--- config.mk ---
export PLATFORM = sky130hd
export DESIGN_NAME = multicycle_ctrl_flat
export DESIGN_NICKNAME = d
export VERILOG_FILES = /design/src/rtl/multicycle_ctrl_if.sv /design/src/rtl/multicycle_ctrl.sv /design/src/flat_wrapper.sv
export SDC_FILE = /design/constraint.sdc
export NUM_CORES = 1
export LEC_CHECK = 0
export CORE_MARGIN = 2
export CORE_UTILIZATION = 46
export CTS_BUF_LIST = sky130_fd_sc_hd__clkbuf_8
export DETAILED_ROUTE_END_ITERATION = 6
export PLACE_DENSITY = 0.9
export SLEW_MARGIN = 20
export SYNTH_ARGS = -nofsm -noshare
export SYNTH_HDL_FRONTEND = slang
export SYNTH_SLANG_ARGS = --single-unit
--- constraint.sdc ---
create_clock -name clk -period 3.9 [get_ports clk]
set_input_delay 0.585 -clock clk [delete_from_list [all_inputs] [get_ports clk]]
set_output_delay 0.585 -clock clk [all_outputs]
set_load 0.005 [all_outputs]
--- src/rtl/multicycle_ctrl_if.sv ---
// Control-unit bundle between multicycle_ctrl (master) and the datapath/memory side (slave).
// Carries the instruction/flag inputs, the memory handshake and all datapath controls.
interface multicycle_ctrl_if #(parameter int n = 16);
  logic [n-1:0] instr;
  logic         zero;
  logic         mem_ready;
  logic         mem_req;
  logic         memwrite;
  logic         irwrite;
  logic         pcen;
  logic         memtoreg;
  logic         pcsrc;
  logic         alusrc;
  logic         regdst;
  logic         regwrite;
  logic         jump;
  logic [3:0]   alucontrol;
  logic         halted;
  logic         illegal;
  logic [15:0]  instret;

  modport master (
    input  instr, zero, mem_ready,
    output mem_req, memwrite, irwrite, pcen, memtoreg, pcsrc, alusrc,
           regdst, regwrite, jump, alucontrol, halted, illegal, instret
  );

  modport slave (
    output instr, zero, mem_ready,
    input  mem_req, memwrite, irwrite, pcen, memtoreg, pcsrc, alusrc,
           regdst, regwrite, jump, alucontrol, halted, illegal, instret
  );
endinterface

--- src/rtl/multicycle_ctrl.sv ---
// Multicycle control FSM for the 16-bit CPU: fetch/decode/exec/mem/wb sequencing,
// opcode decode, memory request/ready handshake, retire counter and sticky illegal flag.
module multicycle_ctrl #(
  parameter int n = 16
) (
  input  logic                clk,
  input  logic                reset,
  multicycle_ctrl_if.master   bus
);

  typedef enum logic [2:0] {
    S_FETCH,
    S_DECODE,
    S_EXEC,
    S_MEM,
    S_WB,
    S_HALT
  } state_t;

  state_t      state_q, state_d;
  logic [15:0] instret_q, instret_d;
  logic        illegal_q, illegal_d;

  logic [3:0] opcode;
  logic [2:0] funct;
  logic       unused_instr_bits;

  logic is_r, is_addi, is_lw, is_sw, is_beq, is_jr, is_halt, is_bad;

  logic       mem_req, memwrite, irwrite, pcen, memtoreg, pcsrc;
  logic       alusrc, regdst, regwrite, jump, retire;
  logic [3:0] alucontrol;

  assign opcode            = bus.instr[n-1 -: 4];
  assign funct             = bus.instr[n-5 -: 3];
  assign unused_instr_bits = ^bus.instr[n-8:0];

  always_comb begin
    is_r    = (opcode == 4'b0000);
    is_addi = (opcode == 4'b0001);
    is_lw   = (opcode == 4'b0010);
    is_sw   = (opcode == 4'b0011);
    is_beq  = (opcode == 4'b0100);
    is_jr   = (opcode == 4'b0101);
    is_halt = (opcode == 4'b1111);
    is_bad  = !(is_r || is_addi || is_lw || is_sw || is_beq || is_jr || is_halt);
  end

  // Controls are pure decode of state and instr; reset forces every control low.
  always_comb begin
    mem_req    = 1'b0;
    memwrite   = 1'b0;
    irwrite    = 1'b0;
    pcen       = 1'b0;
    memtoreg   = 1'b0;
    pcsrc      = 1'b0;
    alusrc     = 1'b0;
    regdst     = 1'b0;
    regwrite   = 1'b0;
    jump       = 1'b0;
    alucontrol = 4'b0000;
    if (!reset) begin
      case (state_q)
        S_FETCH: begin
          mem_req = 1'b1;
          irwrite = bus.mem_ready;
        end
        S_EXEC: begin
          if (is_r) begin
            alucontrol = {1'b0, funct};
          end else if (is_addi || is_lw || is_sw) begin
            alusrc     = 1'b1;
            alucontrol = 4'b0010;
          end else if (is_beq) begin
            alucontrol = 4'b0110;
            pcen       = 1'b1;
            pcsrc      = bus.zero;
          end else if (is_jr) begin
            pcen = 1'b1;
            jump = 1'b1;
          end else if (is_bad) begin
            pcen = 1'b1;
          end
        end
        S_MEM: begin
          mem_req    = 1'b1;
          memwrite   = is_sw;
          alusrc     = 1'b1;
          alucontrol = 4'b0010;
          pcen       = bus.mem_ready && is_sw;
        end
        S_WB: begin
          regwrite = 1'b1;
          pcen     = 1'b1;
          regdst   = is_r;
          memtoreg = is_lw;
        end
        default: ;
      endcase
    end
  end

  always_comb begin
    state_d = state_q;
    case (state_q)
      S_FETCH:  if (bus.mem_ready) state_d = S_DECODE;
      S_DECODE: state_d = S_EXEC;
      S_EXEC: begin
        if (is_r || is_addi)      state_d = S_WB;
        else if (is_lw || is_sw)  state_d = S_MEM;
        else if (is_halt)         state_d = S_HALT;
        else                      state_d = S_FETCH;
      end
      S_MEM:    if (bus.mem_ready) state_d = is_sw ? S_FETCH : S_WB;
      S_WB:     state_d = S_FETCH;
      S_HALT:   state_d = S_HALT;
      default:  state_d = S_FETCH;
    endcase
  end

  // HALT has no pcen, so its retirement is counted on the EXEC-to-HALT edge instead.
  always_comb begin
    retire    = pcen || (state_q == S_EXEC && is_halt);
    instret_d = instret_q + {15'd0, retire};
    illegal_d = illegal_q || (state_q == S_DECODE && is_bad);
  end

  always_ff @(posedge clk) begin
    if (reset) begin
      state_q   <= S_FETCH;
      instret_q <= 16'd0;
      illegal_q <= 1'b0;
    end else begin
      state_q   <= state_d;
      instret_q <= instret_d;
      illegal_q <= illegal_d;
    end
  end

  assign bus.mem_req    = mem_req;
  assign bus.memwrite   = memwrite;
  assign bus.irwrite    = irwrite;
  assign bus.pcen       = pcen;
  assign bus.memtoreg   = memtoreg;
  assign bus.pcsrc      = pcsrc;
  assign bus.alusrc     = alusrc;
  assign bus.regdst     = regdst;
  assign bus.regwrite   = regwrite;
  assign bus.jump       = jump;
  assign bus.alucontrol = alucontrol;
  assign bus.halted     = !reset && (state_q == S_HALT);
  assign bus.illegal    = illegal_q;
  assign bus.instret    = instret_q;

endmodule
--- src/flat_wrapper.sv ---
// flat-port wrapper written by rule: the top's interface ports become plain ports
module multicycle_ctrl_flat 
#(
  parameter int n = 16
)
  (clk, reset, bus_instr, bus_zero, bus_mem_ready, bus_mem_req, bus_memwrite, bus_irwrite, bus_pcen, bus_memtoreg, bus_pcsrc, bus_alusrc, bus_regdst, bus_regwrite, bus_jump, bus_alucontrol, bus_halted, bus_illegal, bus_instret);
  multicycle_ctrl_if #(.n(n)) bus_i ();
  input  logic clk;
  input  logic reset;
  input wire logic [$bits(bus_i.instr)-1:0] bus_instr;
  input wire logic [$bits(bus_i.zero)-1:0] bus_zero;
  input wire logic [$bits(bus_i.mem_ready)-1:0] bus_mem_ready;
  output wire logic [$bits(bus_i.mem_req)-1:0] bus_mem_req;
  output wire logic [$bits(bus_i.memwrite)-1:0] bus_memwrite;
  output wire logic [$bits(bus_i.irwrite)-1:0] bus_irwrite;
  output wire logic [$bits(bus_i.pcen)-1:0] bus_pcen;
  output wire logic [$bits(bus_i.memtoreg)-1:0] bus_memtoreg;
  output wire logic [$bits(bus_i.pcsrc)-1:0] bus_pcsrc;
  output wire logic [$bits(bus_i.alusrc)-1:0] bus_alusrc;
  output wire logic [$bits(bus_i.regdst)-1:0] bus_regdst;
  output wire logic [$bits(bus_i.regwrite)-1:0] bus_regwrite;
  output wire logic [$bits(bus_i.jump)-1:0] bus_jump;
  output wire logic [$bits(bus_i.alucontrol)-1:0] bus_alucontrol;
  output wire logic [$bits(bus_i.halted)-1:0] bus_halted;
  output wire logic [$bits(bus_i.illegal)-1:0] bus_illegal;
  output wire logic [$bits(bus_i.instret)-1:0] bus_instret;
  assign bus_i.instr = bus_instr;
  assign bus_i.zero = bus_zero;
  assign bus_i.mem_ready = bus_mem_ready;
  assign bus_mem_req = bus_i.mem_req;
  assign bus_memwrite = bus_i.memwrite;
  assign bus_irwrite = bus_i.irwrite;
  assign bus_pcen = bus_i.pcen;
  assign bus_memtoreg = bus_i.memtoreg;
  assign bus_pcsrc = bus_i.pcsrc;
  assign bus_alusrc = bus_i.alusrc;
  assign bus_regdst = bus_i.regdst;
  assign bus_regwrite = bus_i.regwrite;
  assign bus_jump = bus_i.jump;
  assign bus_alucontrol = bus_i.alucontrol;
  assign bus_halted = bus_i.halted;
  assign bus_illegal = bus_i.illegal;
  assign bus_instret = bus_i.instret;
  multicycle_ctrl #(.n(n)) u_core (.clk(clk), .reset(reset), .bus(bus_i));
endmodule
======== After elaboration in Yosys (flattened, before gate mapping) ========
Index checks and enable logic that the tools add are counted.
operators by class
  equality and inequality tests ........... 13
  muxes and demuxes ....................... 46
  reductions and logical operators ........ 21
  add/subtract/negate cells ............... 1
operator list
  kind                  number
  $mux W1               32
  $mux W3               7
  $add A16 B1 Y16       1
  $pmux W3 S5           1
  $mux W4               3
  $logic_or A1 B1 Y1    11
  $eq A4 B2 Y1 const B  2
  $eq A4 B3 Y1 const B  2
  $pmux W4 S2           1
  $eq A3 B2 Y1 const B  2
  $eq A3 B3 Y1 const B  2
  $eq A4 B1 Y1 const B  1
  $eq A4 B4 Y1 const B  1
  $logic_and A1 B1 Y1   4
  $logic_not A4 Y1      1
  $ne A2 B2 Y1 const B  2
  $eq A3 B1 Y1 const B  1
  $logic_not A3 Y1      1
  $pmux W1 S3           1
  $logic_not A1 Y1      2
  $pmux W1 S2           1
  $reduce_and A2 Y1     1
  $reduce_or A2 Y1      1
storage, ports and cells
  register bits after elaboration ......... 20
  input bits .............................. 20
  output and inout port bits .............. 32

======== Logic depth before layout (Yosys ltp) ========
Gate-level depths: netlist of run 1.
  depth in word-level cells ............... 16
  mapped depth ............................ 11
  gate-level depth less buffers ........... 10

======== Least setup slack after synthesis of run 1 ========
Ideal clock, no wire load.
  kind .................................... input to register
  from .................................... input port bus_instr[14]
  to ...................................... register u_core.instret_q[14], in the netlist u_core.bus.instret[14]
  setup time .............................. 0.128 ns
  stages on the path ...................... 11
  required time ........................... 3.772 ns
  arrival time ............................ 2.616 ns
  path slack .............................. 1.157 ns
  buffers on the path ..................... 1
  cell sequence ........................... buf_2 -> or2_2 -> nor4_2 -> nand2_1 -> o311ai_0 -> ha_1 -> ha_1 -> nand4_1 -> nor4_1 -> xnor2_1 -> nor2_1
between the ends
  word-level cells in the longest chain between the ends .. 16
  elaborated cells on any way between the ends .. 26
ends and longest elaborated chain
  what                                                     RTL line                                      text
  start: declaration                                       flat_wrapper.sv:10                            input wire logic [$bits(bus_i.instr)-1:0] bus_instr;
  $eq A4 B1 Y1 / $logic_not A4 Y1 (equally long branches)  multicycle_ctrl.sv:40, multicycle_ctrl.sv:39
  $logic_or A1 B1 Y1 (6 in series)                         multicycle_ctrl.sv:46                         is_bad = !(is_r || is_addi || is_lw || is_sw || is_beq || is_jr || is_halt);
  $mux W1                                                  multicycle_ctrl.sv:81                         end else if (is_bad) begin
  $mux W1                                                  multicycle_ctrl.sv:78                         end else if (is_jr) begin
  $mux W1                                                  multicycle_ctrl.sv:74                         end else if (is_beq) begin
  $mux W1                                                  multicycle_ctrl.sv:71                         end else if (is_addi || is_lw || is_sw) begin
  $mux W1                                                  multicycle_ctrl.sv:69                         if (is_r) begin
  $pmux W1 S3                                              multicycle_ctrl.sv:63                         case (state_q)
  $mux W1                                                  multicycle_ctrl.sv:62                         if (!reset) begin
  $logic_or A1 B1 Y1 *                                     multicycle_ctrl.sv:123                        retire = pcen || (state_q == S_EXEC && is_halt);
  $add A16 B1 Y16 *                                        multicycle_ctrl.sv:124                        instret_d = instret_q + {15'd0, retire};
  end signal: assignment                                   multicycle_ctrl.sv:135                        instret_q <= instret_d;
  end: declaration                                         multicycle_ctrl.sv:21                         logic [15:0] instret_q, instret_d;
Mark *: on every way between the ends. The rest lies on a longest branch, timed or not.
A chain may end at the register's enable or synchronous reset.

======== Final worst setup path of run 1 ========
Ends and elaborated chain as after synthesis.

==> results of run 1 <==
-- critical path: stages --
cell,delay [ns]
sky130_fd_sc_hd__clkdlybuf4s50_1,0.58
sky130_fd_sc_hd__or2_2,0.38
sky130_fd_sc_hd__nor4_2,0.36
sky130_fd_sc_hd__nand2_1,0.10
sky130_fd_sc_hd__o311ai_0,0.10
sky130_fd_sc_hd__ha_1,0.31
sky130_fd_sc_hd__ha_1,0.31
sky130_fd_sc_hd__nand4_1,0.18
sky130_fd_sc_hd__nor4_1,0.36
sky130_fd_sc_hd__xnor2_1,0.17
sky130_fd_sc_hd__nor2_1,0.05
-- layout make-up --
cell class                      instances  area, um^2
Clock inverter                          1       30.03
Multi-Input combinational cell        116       713.2
Fill cell                             189       788.3
Tap cell                               30       37.54
Clock buffer                            3       41.29
Sequential cell                        20       400.4
Timing Repair Buffer                   43       425.4
Inverter                                5       18.77
-- cells by family (layout without fill, tap and decap cells) --
logic type / count (synthesis) / after routing / synth area share, %
simple gates: 78 / 78 / 36.69
compound gates: 23 / 23 / 12.41
flops: 20 / 20 / 33.93
buf+inv: 14 / 52 / 5.621
xor+xnor: 12 / 12 / 8.908
fa+ha+maj: 2 / 2 / 2.121
other cells: 1 / 1 / 0.3178
-- placed cells by master, fill, tap and decap left out, drive strengths merged, types with 2 or more instances in the layout --
master	instances
nor2	21
dfxtp	20
clkbuf	3
xor2	5
o21ai	5
nand2b	4
nand2	11
or3	2
nor4	4
nor3	10
buf	2
nand3	6
nor2b	2
a31oi	2
inv	5
a21oi	8
nand4	6
xnor2	7
clkdlybuf4s50	41
ha	2
nor3b	3
or2	4
-- per-layer routing --
layer	up-vias	GRT usage [%]	share of wire, %
met5	-	0	0
li1	603	-	-
met1	555	26.00	40
met4	0	7.083	3.2
met2	53	39.88	52
met3	14	3.552	5.0
-- flip-flops by register name, indices dropped and copies added (netlist names) --
| name | cells |
|---|---|
| u_core.bus.illegal | 1 |
| u_core.bus.instret | 16 |
| u_core.state_q | 3 |
-- path summary, 6_finish.rpt --
| path | cells after the start | slack, ns | start | end |
|---|---|---|---|---|
| hold / removal | 2 | 0.49 | u_core.bus.illegal$_SDFF_PP0_ | u_core.bus.illegal$_SDFF_PP0_ |
| setup reg to reg | 10 | 1.13 | u_core.state_q[2]$_SDFFE_PP0P_ | u_core.bus.instret[14]$_SDFF_PP0_ |
| setup / recovery | 11 | 0.57 | bus_instr[14] | u_core.bus.instret[14]$_SDFF_PP0_ |
| hold reg to reg | 2 | 0.49 | u_core.bus.illegal$_SDFF_PP0_ | u_core.bus.illegal$_SDFF_PP0_ |
-- per-stage QoR --
step	instance area, um^2	util [%]	instances
2_1_floorplan	1180	-	150
3_3_place_gp	1595	64.98	214
3_5_place_dp	1595	64.98	214
4_1_cts	1667	67.89	218
5_1_grt	1667	67.89	218
6_report	1667	67.89	218
-- report_power, final --
group          switching, uW  internal [uW]
logic                   26.1           29.6
clock network           66.6            137
registers               5.70            207
-- cell usage after synthesis (all sizes together) --
cell type and count:
clkbuf 5, and2b 1, dfxtp 20, and4 1
nor3 10, or3 2, a311oi 1, or4 1
nor2b 2, or2 4, and3b 1, o21ai 5
conb 1, nand3 6, nor2 21, a31oi 2
xor2 5, xnor2 7, nand2 11, a221oi 1
nor3b 3, buf 4, a21oi 8, ha 2
o21bai 1, a311o 1, nand4 6, o41ai 1
nor4 4, nor4b 1, inv 5, o311ai 1
a31o 1, a21o 1, nand2b 4
==> flow_metrics.py, run 1 <==
metrics = {
    "run_status": {
        "status": "complete, no violations",
    },
    "synth": {
        "synth.top_cell.area_share_pct": 33.93,
        "mapped_nets": 172,
        "syn_avg_cell_area_um2": 7.866,
        "mappedNetlistArea_mm2": 0.001180,
        "ys.warnings.count": 0,
        "syn_inst": 150,
        "largest_cells_by_area_after_synthesis": "sky130_fd_sc_hd__dfxtp_1, sky130_fd_sc_hd__nor2_1, sky130_fd_sc_hd__xnor2_1",
        "synth-seq-cells": 20,
        "ys_seq_area_share_pct": 33.93,
        "synth_cell_type_count": 43,
        "synth_top_cell_by_area": "sky130_fd_sc_hd__dfxtp_1",
    },
    "setup_path": {
        "critPathRequiredTime_ns": 4.06,
        "critical_path_peak_fanout": 10,
        "worst_setup_path_start_kind": "primary input",
        "timing.critical_path.to_type": "register",
        "crit_arrival_ns": 3.48,
        "timing_worst_setup_path_type": "in -> reg",
    },
    "clock_network": {
        "clock_path_buffers": 2,
        "cts_made_buffers": 3,
        "cts_tree": "done",
        "ctsHoldBuffers": 0,
        "root_buffer_cell": "sky130_fd_sc_hd__clkbuf_8",
        "cts_setup_buffers": 0,
        "clk_pin_slew_worst_paths_ns": 0.08,
        "cts.sink_count": 20,
        "clock_latency_ns": 0.26,
        "ctsResizeCount": 0,
        "cts_htree_levels": 1,
    },
    "global_route": {
        "grt_pass1_wl_mm": 4.795,
        "antenna_found_initial": 0,
        "first_global_vias": 1124,
        "pin_count_of_the_biggest_net_entering_global_routing": 14,
        "globalRouteTotalUtil_pct": 22.01,
        "globalRoute.totalOverflow": 0,
    },
    "layout": {
        "antenna_cells": 0,
        "areaGrowthSynthToFinish_pct": 41.25,
        "nets": 211,
        "drive_above_1_share_pct": 7.979,
    },
    "die": {
        "placement_rows": 18,
        "die_x_um": 54.65,
        "die_area_mm2": 0.002986,
        "chipHeight_um": 54.65,
        "area_of_the_core_region_mm2": 0.002455,
        "top_level_ports": 52,
        "initial_utilization_pct": 48.06,
    },
    "routing": {
        "wire_per_inst_um": 14.04,
        "antenna_viol_nets_final": 0,
        "routed_via_density": 5.619,
        "drcViolationCount": 0,
        "detailroute.via_count": 1225,
        "first_pass_iters": 6,
        "route.final.wire_length_mm": 3.061,
        "detail_route.iter0.violations": 41,
    },
    "place": {
        "place.detailed.hpwl_mm": 2.244,
        "placement.setup.worst_slack_ns": 0.4220,
        "portBuffers": 41,
        "place_congestion": 0.9508,
    },
    "worst_hold_path": {
        "timing.hold.worst.class": "reg -> reg",
    },
    "sta": {
        "fin_setup_tns_ns": 0,
        "layout_worst_path_cycle_share_pct": 85.29,
        "final.setup.worst_slack_ns": 0.5737,
        "period_needed_ns": 3.326,
        "hold_slack_ns": 0.4853,
        "finalHoldViolations": 0,
        "grt_setup_unrepaired": "no",
        "timing.final.max_slew_violations": 0,
        "clock.fmax_mhz": 300.6,
        "skew_ns": 0.007635,
        "setup-violations-final": 0,
    },
    "power": {
        "power_per_cell_area_mw_per_mm2": 283.3,
        "worst_ir_drop_vdd_v": 0.0003002,
        "cellLeakagePower_uw": 0.0005714,
        "p_total_uw": 472.1,
    },
    "flow_run": {
        "max_cap_check_violation_count": 0,
    },
}
Power figures use the tool's default switching activity.
==> run 2: changes to the inputs <==
PLACE_DENSITY = default   (was 0.9)
PLACE_DENSITY_LB_ADDON = 0.2   (was default)
==> run 2 against run 1 <==
  * Clock skew fell by 0.0033 ns
  * Sequential share of layout area rose by 0.24 points
  * Largest cell class unchanged
  * Final area fell by 0.98%
  * Register-to-register slack improved by 0.02 ns
  * Utilization fell by 0.66 points
  * Largest power group unchanged
  * Highest routed layer unchanged
  * Clock power fell by 24%
  * Critical path depth did not move
  * Die area did not move
==> flow_metrics.py, run 2 (synthesis results as in run 1) <==
metrics = {
    "setup_path": {
        "timing.critical_path.to_type": "register",
        "timing.critical_path.max_delay_family": "simple AND/OR/NAND/NOR gates",
        "crit_buf_inv": 1,
        "reg2reg_setup_slack_ns": 1.15,
        "timing.critical_path.mode_cell": "sky130_fd_sc_hd__ha_1",
        "critPathRequiredTime_ns": 4.05,
        "crit_arrival_ns": 3.33,
        "worst_setup_path_start_kind": "primary input",
        "worstReg2RegEnd": "u_core.bus.instret[14]$_SDFF_PP0_",
        "cp_slowest_stage_delay_ns": 0.49,
        "crit_path_cell_trace": "clkdlybuf4s50_1, or2_2, nor4_2, nand2_1, o311ai_0, ha_1, ha_1, nand4_1, nor4_1, xnor2_1, nor2_1",
        "critical_path_peak_fanout": 6,
        "timing_worst_setup_path_type": "in -> reg",
        "crit_slowest_cell": "sky130_fd_sc_hd__clkdlybuf4s50_1",
        "reg_to_reg_critical_path_startpoint": "u_core.state_q[1]$_SDFFE_PP0P_",
        "r2r_cells": 10,
    },
    "power": {
        "p_int_uw": 326.7,
        "worst_ir_drop_vdd_v": 0.0003341,
        "cellLeakagePower_uw": 0.0005644,
        "net_switching_power_uw": 97.11,
        "p_clk_share_pct": 36.6,
        "fraction_of_power_consumed_by_combinational_cells_pct": 13.0,
        "power_per_cell_area_mw_per_mm2": 256.8,
        "power_share_of_the_sequential_group_pct": 50.3,
        "p_sw_share_pct": 22.92,
    },
    "routing": {
        "detailroute.via_count": 1189,
        "detail_route.iter0.violations": 18,
        "routed_via_density": 5.454,
        "antenna_viol_nets_final": 0,
        "drcViolationCount": 0,
        "route.final.wire_length_mm": 2.756,
        "first_pass_iters": 4,
        "wire_per_inst_um": 12.64,
    },
    "run_status": {
        "status": "complete, no violations",
    },
    "clock_network": {
        "cts_tree": "done",
        "cts_setup_buffers": 0,
        "root_buffer_cell": "sky130_fd_sc_hd__clkbuf_8",
        "ctsHoldBuffers": 0,
        "cts_htree_levels": 1,
        "cts_made_buffers": 3,
        "clk_pin_slew_worst_paths_ns": 0.07,
        "cts.sink_count": 20,
        "clock_latency_ns": 0.26,
        "clock_path_buffers": 2,
        "ctsResizeCount": 0,
    },
    "layout": {
        "most_common_library_cell_in_the_layout_ignoring_fill_and_taps": "sky130_fd_sc_hd__clkdlybuf4s50_1",
        "areaGrowthSynthToFinish_pct": 39.87,
        "nets": 211,
        "number_of_flip_flops_in_the_largest_register": 16,
        "antenna_cells": 0,
        "drive_above_1_share_pct": 7.979,
        "post_layout_utilization_of_the_core_pct": 67.23,
        "layout_common_cells": "sky130_fd_sc_hd__clkdlybuf4s50_1, sky130_fd_sc_hd__nor2_1, sky130_fd_sc_hd__dfxtp_1, sky130_fd_sc_hd__nand2_1, sky130_fd_sc_hd__nor3_1",
    },
    "sta": {
        "skew_ns": 0.004329,
        "period_needed_ns": 3.181,
        "grt_setup_unrepaired": "no",
        "finalHoldViolations": 0,
        "fin_setup_tns_ns": 0,
        "timing.final.max_slew_violations": 0,
        "setup-violations-final": 0,
        "layout_worst_path_cycle_share_pct": 81.57,
        "clock.fmax_mhz": 314.3,
    },
    "place": {
        "place_congestion": 0.8493,
        "portBuffers": 41,
        "place.detailed.hpwl_mm": 2.124,
    },
    "global_route": {
        "globalRouteTotalUtil_pct": 20.77,
        "globalRoute.totalOverflow": 0,
        "grt_pass1_wl_mm": 4.560,
        "pin_count_of_the_biggest_net_entering_global_routing": 26,
        "antenna_found_initial": 0,
        "first_global_vias": 1042,
    },
    "die": {
        "top_level_ports": 52,
        "initial_utilization_pct": 48.06,
        "die_x_um": 54.65,
        "chipHeight_um": 54.65,
        "area_of_the_core_region_mm2": 0.002455,
        "placement_rows": 18,
        "die_area_mm2": 0.002986,
    },
    "worst_hold_path": {
        "holdPathStages": 2,
        "hold_path_end": "u_core.bus.illegal$_SDFF_PP0_",
        "timing.hold.worst.class": "reg -> reg",
        "hp-start": "u_core.bus.illegal$_SDFF_PP0_",
    },
    "flow_run": {
        "max_cap_check_violation_count": 0,
    },
}
[run 2: cell types whose count changed in the layout (fill, tap and decap cells not counted), sizes merged]
| cell | previous run | this run |
|---|---|---|
| bufinv | 1 | 0 |
| clkbuf | 3 | 4 |
[run 2: area by class of cell]
class                           count  area (um^2)
Inverter                            5        18.77
Tap cell                           30        37.54
Sequential cell                    20        400.4
Timing Repair Buffer               43        425.4
Multi-Input combinational cell    116        713.2
Fill cell                         218        804.5
Clock buffer                        4        55.05
[run 2: layer usage]
layer	share of wire, %	vias to the layer above	global-route usage [%]
li1	-	602	-
met4	0.58	0	2.500
met1	46	566	28.38
met2	49	19	33.13
met5	0	-	0
met3	4.2	2	6.011
[run 2: worst reg2reg max path, stage by stage, from the launching register on]
cell and delay, ns:
sky130_fd_sc_hd__dfxtp_1 0.54, sky130_fd_sc_hd__nand2b_1 0.22, sky130_fd_sc_hd__nor3b_1 0.20, sky130_fd_sc_hd__o21ai_0 0.13
sky130_fd_sc_hd__o311ai_0 0.15, sky130_fd_sc_hd__ha_1 0.31, sky130_fd_sc_hd__ha_1 0.29, sky130_fd_sc_hd__nand4_1 0.18
sky130_fd_sc_hd__nor4_1 0.37, sky130_fd_sc_hd__xnor2_1 0.17, sky130_fd_sc_hd__nor2_1 0.06
[run 2: metrics by stage]
stage | setup slack [ns] | std cells | hold WS [ns] | power [uW] | instance area [um^2]
floorplan | 1.157 | 150 | 0.4604 | 248.5 | 1180
global placement | 0.5264 | 214 | 0.4538 | 272.1 | 1595
detailed placement | 0.4760 | 214 | 0.4872 | 273.1 | 1595
CTS | 0.7265 | 218 | 0.5041 | 432.0 | 1650
global route | 0.5057 | 218 | 0.5704 | 446.5 | 1650
finish | 0.7187 | 218 | 0.4975 | 423.8 | 1650
[run 2: how the worst max path moves through the flow]
stage | from | end | slack (ns) | depth (start not counted)
after floorplan | bus_instr[14] | u_core.bus.instret[14]$_SDFF_PP0_ | 1.16 | 11
after global placement | bus_instr[15] | u_core.bus.instret[14]$_SDFF_PP0_ | 0.53 | 11
after detailed placement | bus_instr[15] | u_core.bus.instret[14]$_SDFF_PP0_ | 0.48 | 11
after CTS | bus_instr[15] | bus_alucontrol[0] | 0.73 | 5
after global routing | bus_instr[13] | u_core.bus.instret[14]$_SDFF_PP0_ | 0.51 | 9
final | bus_instr[15] | u_core.bus.instret[14]$_SDFF_PP0_ | 0.72 | 11
[run 2: power by group through the flow]
stage | Clock [uW] | Combinational, uW | Sequential (uW)
after floorplan | 0 | 35.0 | 213
after global placement | 0 | 54.6 | 218
after detailed placement | 0 | 55.2 | 218
after CTS | 163 | 55.4 | 213
after global routing | 171 | 61.3 | 214
final | 155 | 55.3 | 213
